`src/rtl/arb_pkg.sv`:
```
// Shared constants and channel helpers for the 3-way round-robin arbiter family.
// Channel numbering matches the select encoding of the downstream 3:1 mux.
package arb_pkg;

   localparam int SEL_WIDTH = 2;
   localparam int N_CH      = 3;

   typedef logic [SEL_WIDTH-1:0] sel_t;

   localparam sel_t CH_0 = 2'd0;
   localparam sel_t CH_1 = 2'd1;
   localparam sel_t CH_2 = 2'd2;

   localparam logic [0:0] ST_IDLE  = 1'b0;
   localparam logic [0:0] ST_GRANT = 1'b1;

   // Mod-3 successor; an illegal 3 folds back to channel 0.
   function automatic sel_t next_ch(input sel_t ch);
      case (ch)
         CH_0:    next_ch = CH_1;
         CH_1:    next_ch = CH_2;
         default: next_ch = CH_0;
      endcase
   endfunction

   function automatic logic ch_bit(input logic [N_CH-1:0] vec, input sel_t ch);
      case (ch)
         CH_0:    ch_bit = vec[0];
         CH_1:    ch_bit = vec[1];
         CH_2:    ch_bit = vec[2];
         default: ch_bit = 1'b0;
      endcase
   endfunction

   function automatic logic [N_CH-1:0] ch_onehot(input sel_t ch);
      case (ch)
         CH_0:    ch_onehot = 3'b001;
         CH_1:    ch_onehot = 3'b010;
         CH_2:    ch_onehot = 3'b100;
         default: ch_onehot = 3'b000;
      endcase
   endfunction

endpackage

```
`src/rtl/rr_pick_3.sv`:
```
// Combinational round-robin search over three requesters, starting at ptr_i.
// Reusable by any 3-way arbiter; found_o is low when no request is present.
module rr_pick_3
   import arb_pkg::*;
(
   input  logic [N_CH-1:0] req_i,
   input  sel_t            ptr_i,
   output sel_t            idx_o,
   output logic            found_o
);

   sel_t cand1;
   sel_t cand2;

   // Priority search in the order ptr, ptr+1, ptr+2 (mod 3).
   always_comb begin
      cand1   = next_ch(ptr_i);
      cand2   = next_ch(cand1);
      idx_o   = ptr_i;
      found_o = 1'b0;
      if (ch_bit(req_i, ptr_i)) begin
         idx_o   = ptr_i;
         found_o = 1'b1;
      end else if (ch_bit(req_i, cand1)) begin
         idx_o   = cand1;
         found_o = 1'b1;
      end else if (ch_bit(req_i, cand2)) begin
         idx_o   = cand2;
         found_o = 1'b1;
      end else begin
         idx_o   = ptr_i;
         found_o = 1'b0;
      end
   end

endmodule

```
`src/rtl/rr_arb_3.sv`:
```
// Three-channel round-robin packet arbiter driving the select of an external 3:1 mux.
// Holds a grant until the packet's last beat (or the beat watchdog), then rotates priority.
module rr_arb_3
   import arb_pkg::*;
#(
   parameter int MAX_BEATS = 16,
   parameter bit LOCK_EN   = 1'b1,
   parameter int CNT_WIDTH = $clog2(MAX_BEATS + 1)
) (
   input  logic            clk_i,
   input  logic            s_rst_n_i,
   input  logic [N_CH-1:0] valid_i,
   input  logic [N_CH-1:0] last_i,
   output logic [N_CH-1:0] ready_o,
   input  logic            ready_i,
   output logic            valid_o,
   output sel_t            select_o,
   output logic            busy_o,
   output logic            err_o
);

   logic [0:0]           state_q, state_d;
   sel_t                 ptr_q, ptr_d;
   sel_t                 sel_q, sel_d;
   logic [CNT_WIDTH-1:0] cnt_q, cnt_d;
   logic                 err_q, err_d;

   sel_t pick_idx;
   logic pick_found;
   logic granted;
   logic xfer;
   logic is_last;
   logic wd_hit;

   rr_pick_3 u_pick (
      .req_i   (valid_i),
      .ptr_i   (ptr_q),
      .idx_o   (pick_idx),
      .found_o (pick_found)
   );

   // Downstream handshake only ever looks at registered grant state, so ready_i never reaches valid_o.
   assign granted  = (state_q == ST_GRANT);
   assign valid_o  = granted & ch_bit(valid_i, sel_q);
   assign ready_o  = granted ? (ch_onehot(sel_q) & {N_CH{ready_i}}) : 3'b000;
   assign xfer     = valid_o & ready_i;
   assign is_last  = LOCK_EN ? ch_bit(last_i, sel_q) : 1'b1;
   assign wd_hit   = (cnt_q == CNT_WIDTH'(MAX_BEATS - 1));
   assign select_o = sel_q;
   assign busy_o   = granted;
   assign err_o    = err_q;

   // Next-state: arbitrate in IDLE, count beats and decide release in GRANT.
   always_comb begin
      state_d = state_q;
      ptr_d   = ptr_q;
      sel_d   = sel_q;
      cnt_d   = cnt_q;
      err_d   = 1'b0;
      case (state_q)
         ST_IDLE: begin
            if (pick_found) begin
               sel_d   = pick_idx;
               state_d = ST_GRANT;
            end else begin
               sel_d   = sel_q;
               state_d = ST_IDLE;
            end
         end
         ST_GRANT: begin
            if (xfer && (is_last || wd_hit)) begin
               state_d = ST_IDLE;
               ptr_d   = next_ch(sel_q);
               cnt_d   = '0;
               err_d   = ~is_last;
            end else if (xfer) begin
               cnt_d = cnt_q + CNT_WIDTH'(1);
            end else begin
               cnt_d = cnt_q;
            end
         end
         default: begin
            state_d = ST_IDLE;
            cnt_d   = '0;
         end
      endcase
   end

   // State registers with synchronous active-low reset.
   always_ff @(posedge clk_i) begin
      if (!s_rst_n_i) begin
         state_q <= ST_IDLE;
         ptr_q   <= CH_0;
         sel_q   <= CH_0;
         cnt_q   <= '0;
         err_q   <= 1'b0;
      end else begin
         state_q <= state_d;
         ptr_q   <= ptr_d;
         sel_q   <= sel_d;
         cnt_q   <= cnt_d;
         err_q   <= err_d;
      end
   end

endmodule

```
`config.mk`:
```
export PLATFORM = sky130hd
export DESIGN_NAME = rr_arb_3
export DESIGN_NICKNAME = d
export VERILOG_FILES = /design/src/rtl/arb_pkg.sv /design/src/rtl/rr_pick_3.sv /design/src/rtl/rr_arb_3.sv
export SDC_FILE = /design/constraint.sdc
export NUM_CORES = 1
export LEC_CHECK = 0
export BUFFER_PORTS_ARGS = -buffer_cell sky130_fd_sc_hd__buf_2
export CAP_MARGIN = 30
export CELL_PAD_IN_SITES_DETAIL_PLACEMENT = 0
export CELL_PAD_IN_SITES_GLOBAL_PLACEMENT = 1
export CORE_MARGIN = 10
export CORE_UTILIZATION = 39
export DETAILED_ROUTE_END_ITERATION = 10
export GPL_TIMING_DRIVEN = 0
export MAX_ROUTING_LAYER = met4
export PLACE_DENSITY = 0.79
export RECOVER_POWER = 100
export SLEW_MARGIN = 10
export SYNTH_ARGS = -nofsm -noshare
export SYNTH_HDL_FRONTEND = slang
export SYNTH_SLANG_ARGS = --single-unit
```
`constraint.sdc`:
```
create_clock -name clk_i -period 4 [get_ports clk_i]
set_input_delay 1.2 -clock clk_i [delete_from_list [all_inputs] [get_ports clk_i]]
set_output_delay 1.2 -clock clk_i [all_outputs]
set_load 0.02 [all_outputs]
```
After elaboration in Yosys (flattened, before gate mapping)
Index checks and enable logic that the tools add are counted.
Cells by class
  add/sub/neg operators: 1
  multipliers: 0
  div/mod/pow operators: 0
  magnitude comparators: 0
  equality and inequality tests: 9
  shift operators: 0
  mux-type cells: 24
  bitwise gates (word level): 5
  reductions and logical operators: 11
Operators by type and width (number)
  1-bit case mux with 3 select lines: 5
  2-bit case mux with 2 select lines: 3
  5-bit 2-to-1 mux: 2
  3-bit case mux with 3 select lines: 1
  2-bit by 1-bit equality test with 1-bit output (second input constant): 4
  2-bit equality test (second input constant): 4
  2-bit logical NOT: 4
  1-bit 2-to-1 mux: 8
  2-bit 2-to-1 mux: 3
  2-bit AND reduction: 3
  5-bit by 1-bit adder with 5-bit output (second input constant): 1
  5-bit by 4-bit equality test with 1-bit output (second input constant): 1
  3-bit bitwise AND: 1
  3-bit 2-to-1 mux: 1
  3-bit AND reduction: 1
  1-bit bitwise AND: 2
  1-bit NOT: 2
  1-bit case mux with 2 select lines: 1
  2-bit nonzero test: 1
  1-bit logical AND: 1
  1-bit logical OR: 1
Word-level totals
  bits in registers: 11
  bits in latches: 0
  memory bits (writable): 0
  ROM bits: 0
  input port bits: 9
  output and inout bits: 8
  word-level logic and storage cells: 55
  memories kept: 0

Logic depth before layout (Yosys ltp)
  depth after elaboration: 13
  mapped depth: 7
  mapped depth without buffers: 7

Hierarchy
A second synthesis with hierarchy kept.
Unflattened totals
  cells, all modules: 82
  area total of the unflattened synthesis: 698.2 um^2
By module, submodules not included
  rr_arb_3: times used 1, cells an instance 70, area each 621.8 um^2, sequential area each 220.2 um^2
  rr_pick_3: times used 1, cells an instance 12, area each 76.3 um^2, sequential area each 0.0 um^2

Worst setup path before layout
OpenSTA, ideal clock, no wires.
  path kind: input to output
  start: input valid_i[2]
  end: output valid_o
  arrival: 1.807 ns
  required time: 2.800 ns
  path slack: 0.993 ns
  cell stages on the path: 3
  buffers on the path: 0
  path through: mux2i_1 -> o21ai_0 -> and2_1
Between the ends
  word-level cells in the longest chain between the ends: 2
Ends and longest elaborated chain
  start, declared: line rr_arb_3.sv:12  | input logic [N_CH-1:0] valid_i,
  1-bit case mux with 3 select lines: line arb_pkg.sv:27  | case (ch)
  1-bit bitwise AND: line rr_arb_3.sv:44  | assign valid_o = granted & ch_bit(valid_i, sel_q);
  end, declared: line rr_arb_3.sv:16  | output logic valid_o,
No other way between the ends.

Worst setup path in the final report
Ends and elaborated chain as after synthesis.

==> results by group <==
Outcome
  – Status: finished clean

Clocking
  – Hold Buf Count CTS: 0
  – Clock input transition at the sequential cells of the worst setup and hold paths: 0.07 ns
  – Max Buffers Root-to-Sink: 2
  – TritonCTS buffer count: 3
  – CTS sink count: 11
  – CTS tree: done
  – H-tree depth: 1
  – Root Driver: clkbuf_4
  – Post-CTS setup buffers: 0
  – Clk_lat worst skew: 0.27 ns
  – Post-CTS sizing: 0

Final layout
  – Nets: 110
  – Synthesis-to-finish area growth: 14.5%
  – Post-layout util: 49.4%
  – Antenna cells: 0
  – Sequential cell area: 220 um^2
  – Fill count: 155
  – Footprint of the multi-input gates: 408 um^2
  – Non-Filler Instances: 114
  – Share of layout cells above drive strength 1: 15.3%

Detailed routing
  – Antenna Nets Post-Route: 0
  – Iter 0 DRT Violations: 26
  – WL final: 1600 um
  – DR WL/cell: 14.0 um
  – Vias: 635
  – 1st-pass router iterations: 4
  – Vias per inst: 5.57
  – DRC violations left: 0

Global route
  – Total GRT Usage: 9.46%
  – Number of global-route vias before repair: 568
  – GRT met3 Usage: 3.91%
  – Initial antenna violation count: 0
  – Largest net degree at the start of global routing: 11
  – GRT met2 Usage: 14.2%
  – First-pass GRT wire length: 2550 um
  – Grt peak-use layer: met2
  – GR Layer Usage met1: 10.9%
  – Total grt overflow: 0

Floorplanning
  – Die width: 61.5 um
  – Height of the die: 61.5 um
  – CORE AREA: 0.00156 mm^2
  – Initial Util: 43.1%
  – Die ar.: 0.00378 mm^2
  – Std cell rows: 14
  – IO Pins: 17

Setup path
  – R2r setup slk: 2.08 ns
  – Arr. time, crit path: 2.01 ns
  – Crit start category: input pin
  – Kind of end point of the critical path: output pin
  – Reg2reg start: select_o[1]
  – Req. time, crit path: 2.80 ns
  – Critical path class: in2out
  – Worst-case reg-to-reg path depth: 5
  – R2R Path End: ptr_q[1]
  – CP max FO: 4

STA
  – # setup viols final: 0
  – RSZ-0062 raised after global routing: no
  – Slew @ Worst Pin: 0.765 ns
  – Rel. slew slack: 48.8%
  – FMAX: 312 MHz
  – Final hold violations: 0
  – Max-slew violation count: 0
  – Skew final: 0.000384 ns
  – Post-layout min period: 3.21 ns
  – Setup TNS Final: 0 ns
  – Fin crit share: 80.3%

Pwr
  – Lkg Pwr: 0.279 nW
  – Power Density: 312 mW/mm^2
  – Net Sw Power: 0.0707 mW
  – VDD IR max: 0.225 mV
  – Clock power share: 31.8%
  – Logic pwr share: 18.7%
  – Part of the power in registers: 49.4%
  – Internal power: 0.169 mW
  – Switching Fraction: 29.5%

Placed design
  – Port Buffers: 16
  – Placed wire-length estimate: 1180 um
  – RePlAce Congestion: 0.762
  – Cells after DPL: 110

Synth
  – Syn_nets: 89
  – Distinct cells, synth: 33
  – Synth Warn #: 0
  – Sequential share of the synthesized area: 32.8%
  – Syn Inst Count: 78
  – Syn avg cell area: 8.61 um^2
  – Yosys reg bits: 11
  – Cell area after synthesis: 672 um^2

Worst hold path
  – Hold Path End: cnt_q[4]
  – Hold Crit Depth: 2
  – Hold_sp: cnt_q[4]
  – HP Class: reg2reg

Job
  – Maxcap violations: 0
==> worst max-delay path by stage <==
stage / startpoint / end / slack (ns)
floorplan: valid_i[2] / valid_o / 0.99
global placement: valid_i[2] / valid_o / 0.73
detailed placement: valid_i[2] / valid_o / 0.71
CTS: valid_i[2] / valid_o / 0.70
global route: valid_i[2] / valid_o / 0.70
finish: valid_i[2] / valid_o / 0.79
==> cell usage in the layout, fill, tap and decap left out <==
cell / instances
nand2_1: 6
nand4_1: 1
nand3_1: 5
or4_1: 1
nand4b_1: 1
nor3b_1: 1
mux2i_1: 3
clkbuf_1: 11
buf_6: 1
and3_1: 1
o21a_1: 2
and2_1: 1
buf_2: 7
o2111ai_1: 1
dfxtp_1: 11
nand3b_1: 4
nand2b_1: 2
inv_1: 3
o211a_1: 1
a2bb2oi_1: 1
clkbuf_4: 3
o21ai_0: 5
o2bb2ai_1: 1
and4b_2: 1
a21oi_1: 3
o211ai_1: 2
or3b_2: 1
a21bo_2: 1
o22ai_1: 1
or2_2: 1
nor2b_1: 3
a21boi_0: 4
nor2_1: 6
ha_1: 2
==> final cells by class <==
type | instances | share of cell area (%)
Tap cell | 16 | 2.60
Timing Repair Buffer | 16 | 8.94
Clock buffer | 4 | 3.41
Sequential cell | 11 | 28.6
Inverter | 3 | 1.46
Multi-Input combinational cell | 62 | 53.0
Buffer | 2 | 1.95
==> power groups by stage <==
stage | logic, mW | registers [mW] | clock network [mW]
final | 0.0449 | 0.118 | 0.0763
after detailed placement | 0.0489 | 0.121 | 0
after global placement | 0.0489 | 0.121 | 0
after CTS | 0.0494 | 0.118 | 0.0788
after global routing | 0.0494 | 0.119 | 0.0859
after floorplan | 0.0299 | 0.122 | 0
==> Yosys cell counts <==
master,instances,area share [%]
and4b_2,1,1.7
a2bb2oi_4,1,3.9
dfxtp_1,11,33
o21a_1,2,2.2
nand3b_1,4,4.5
mux2i_1,3,4.5
ha_1,2,3.7
o211ai_1,2,2.2
or3b_2,1,1.3
nand3_1,5,3.7
o211a_1,1,1.5
nor2b_1,3,2.8
or4_1,1,1.1
nand2b_1,2,1.9
inv_1,3,1.7
or2_2,1,0.93
o2111ai_1,1,1.3
a21boi_1,1,1.1
and3_1,1,0.93
o2bb2ai_1,1,1.3
nand4_1,1,0.93
a21oi_1,3,2.2
o21ai_0,5,3.7
a21bo_2,1,1.5
and2_1,1,0.93
nand4b_1,1,1.3
buf_6,1,1.7
o22ai_1,1,0.93
nor3b_1,1,1.1
clkbuf_1,1,0.56
nand2_1,6,3.4
a21boi_0,3,3.4
nor2_1,6,3.4
==> routing by layer <==
metal  vias up  share of wire, %
met2        16                41
li1        326                 -
met4         0               1.2
met1       289                48
met3         4               8.9
met5         -                 0
==> logic make-up after synthesis <==
logic type / count (synthesis) / share of synthesized area, %
simple gates: 35 / 29.8
compound gates: 22 / 25.3
flops: 11 / 32.8
buf+inv: 5 / 3.91
mux: 3 / 4.47
fa+ha+maj: 2 / 3.72
==> critical path: stages <==
cell      delay (ns)
clkbuf_1        0.14
mux2i_1         0.13
o21ai_0         0.16
and2_1          0.14
clkbuf_1        0.24
==> metrics by stage <==
stage | total power, mW | setup slack [ns] | cell area (um^2) | hold slack (ns)
finish | 0.240 | 0.790 | 769 | 0.462
global route | 0.254 | 0.705 | 769 | 0.524
CTS | 0.246 | 0.701 | 798 | 0.468
detailed placement | 0.170 | 0.705 | 772 | 0.458
global placement | 0.169 | 0.731 | 772 | 0.453
floorplan | 0.152 | 0.993 | 672 | 0.441
==> state kept, by name, summed over array words and instances, names as in the netlist <==
register / cells
select_o: 2
busy_o: 1
cnt_q: 5
err_o: 1
ptr_q: 2
Note: power is estimated with default switching activity, not from simulation.
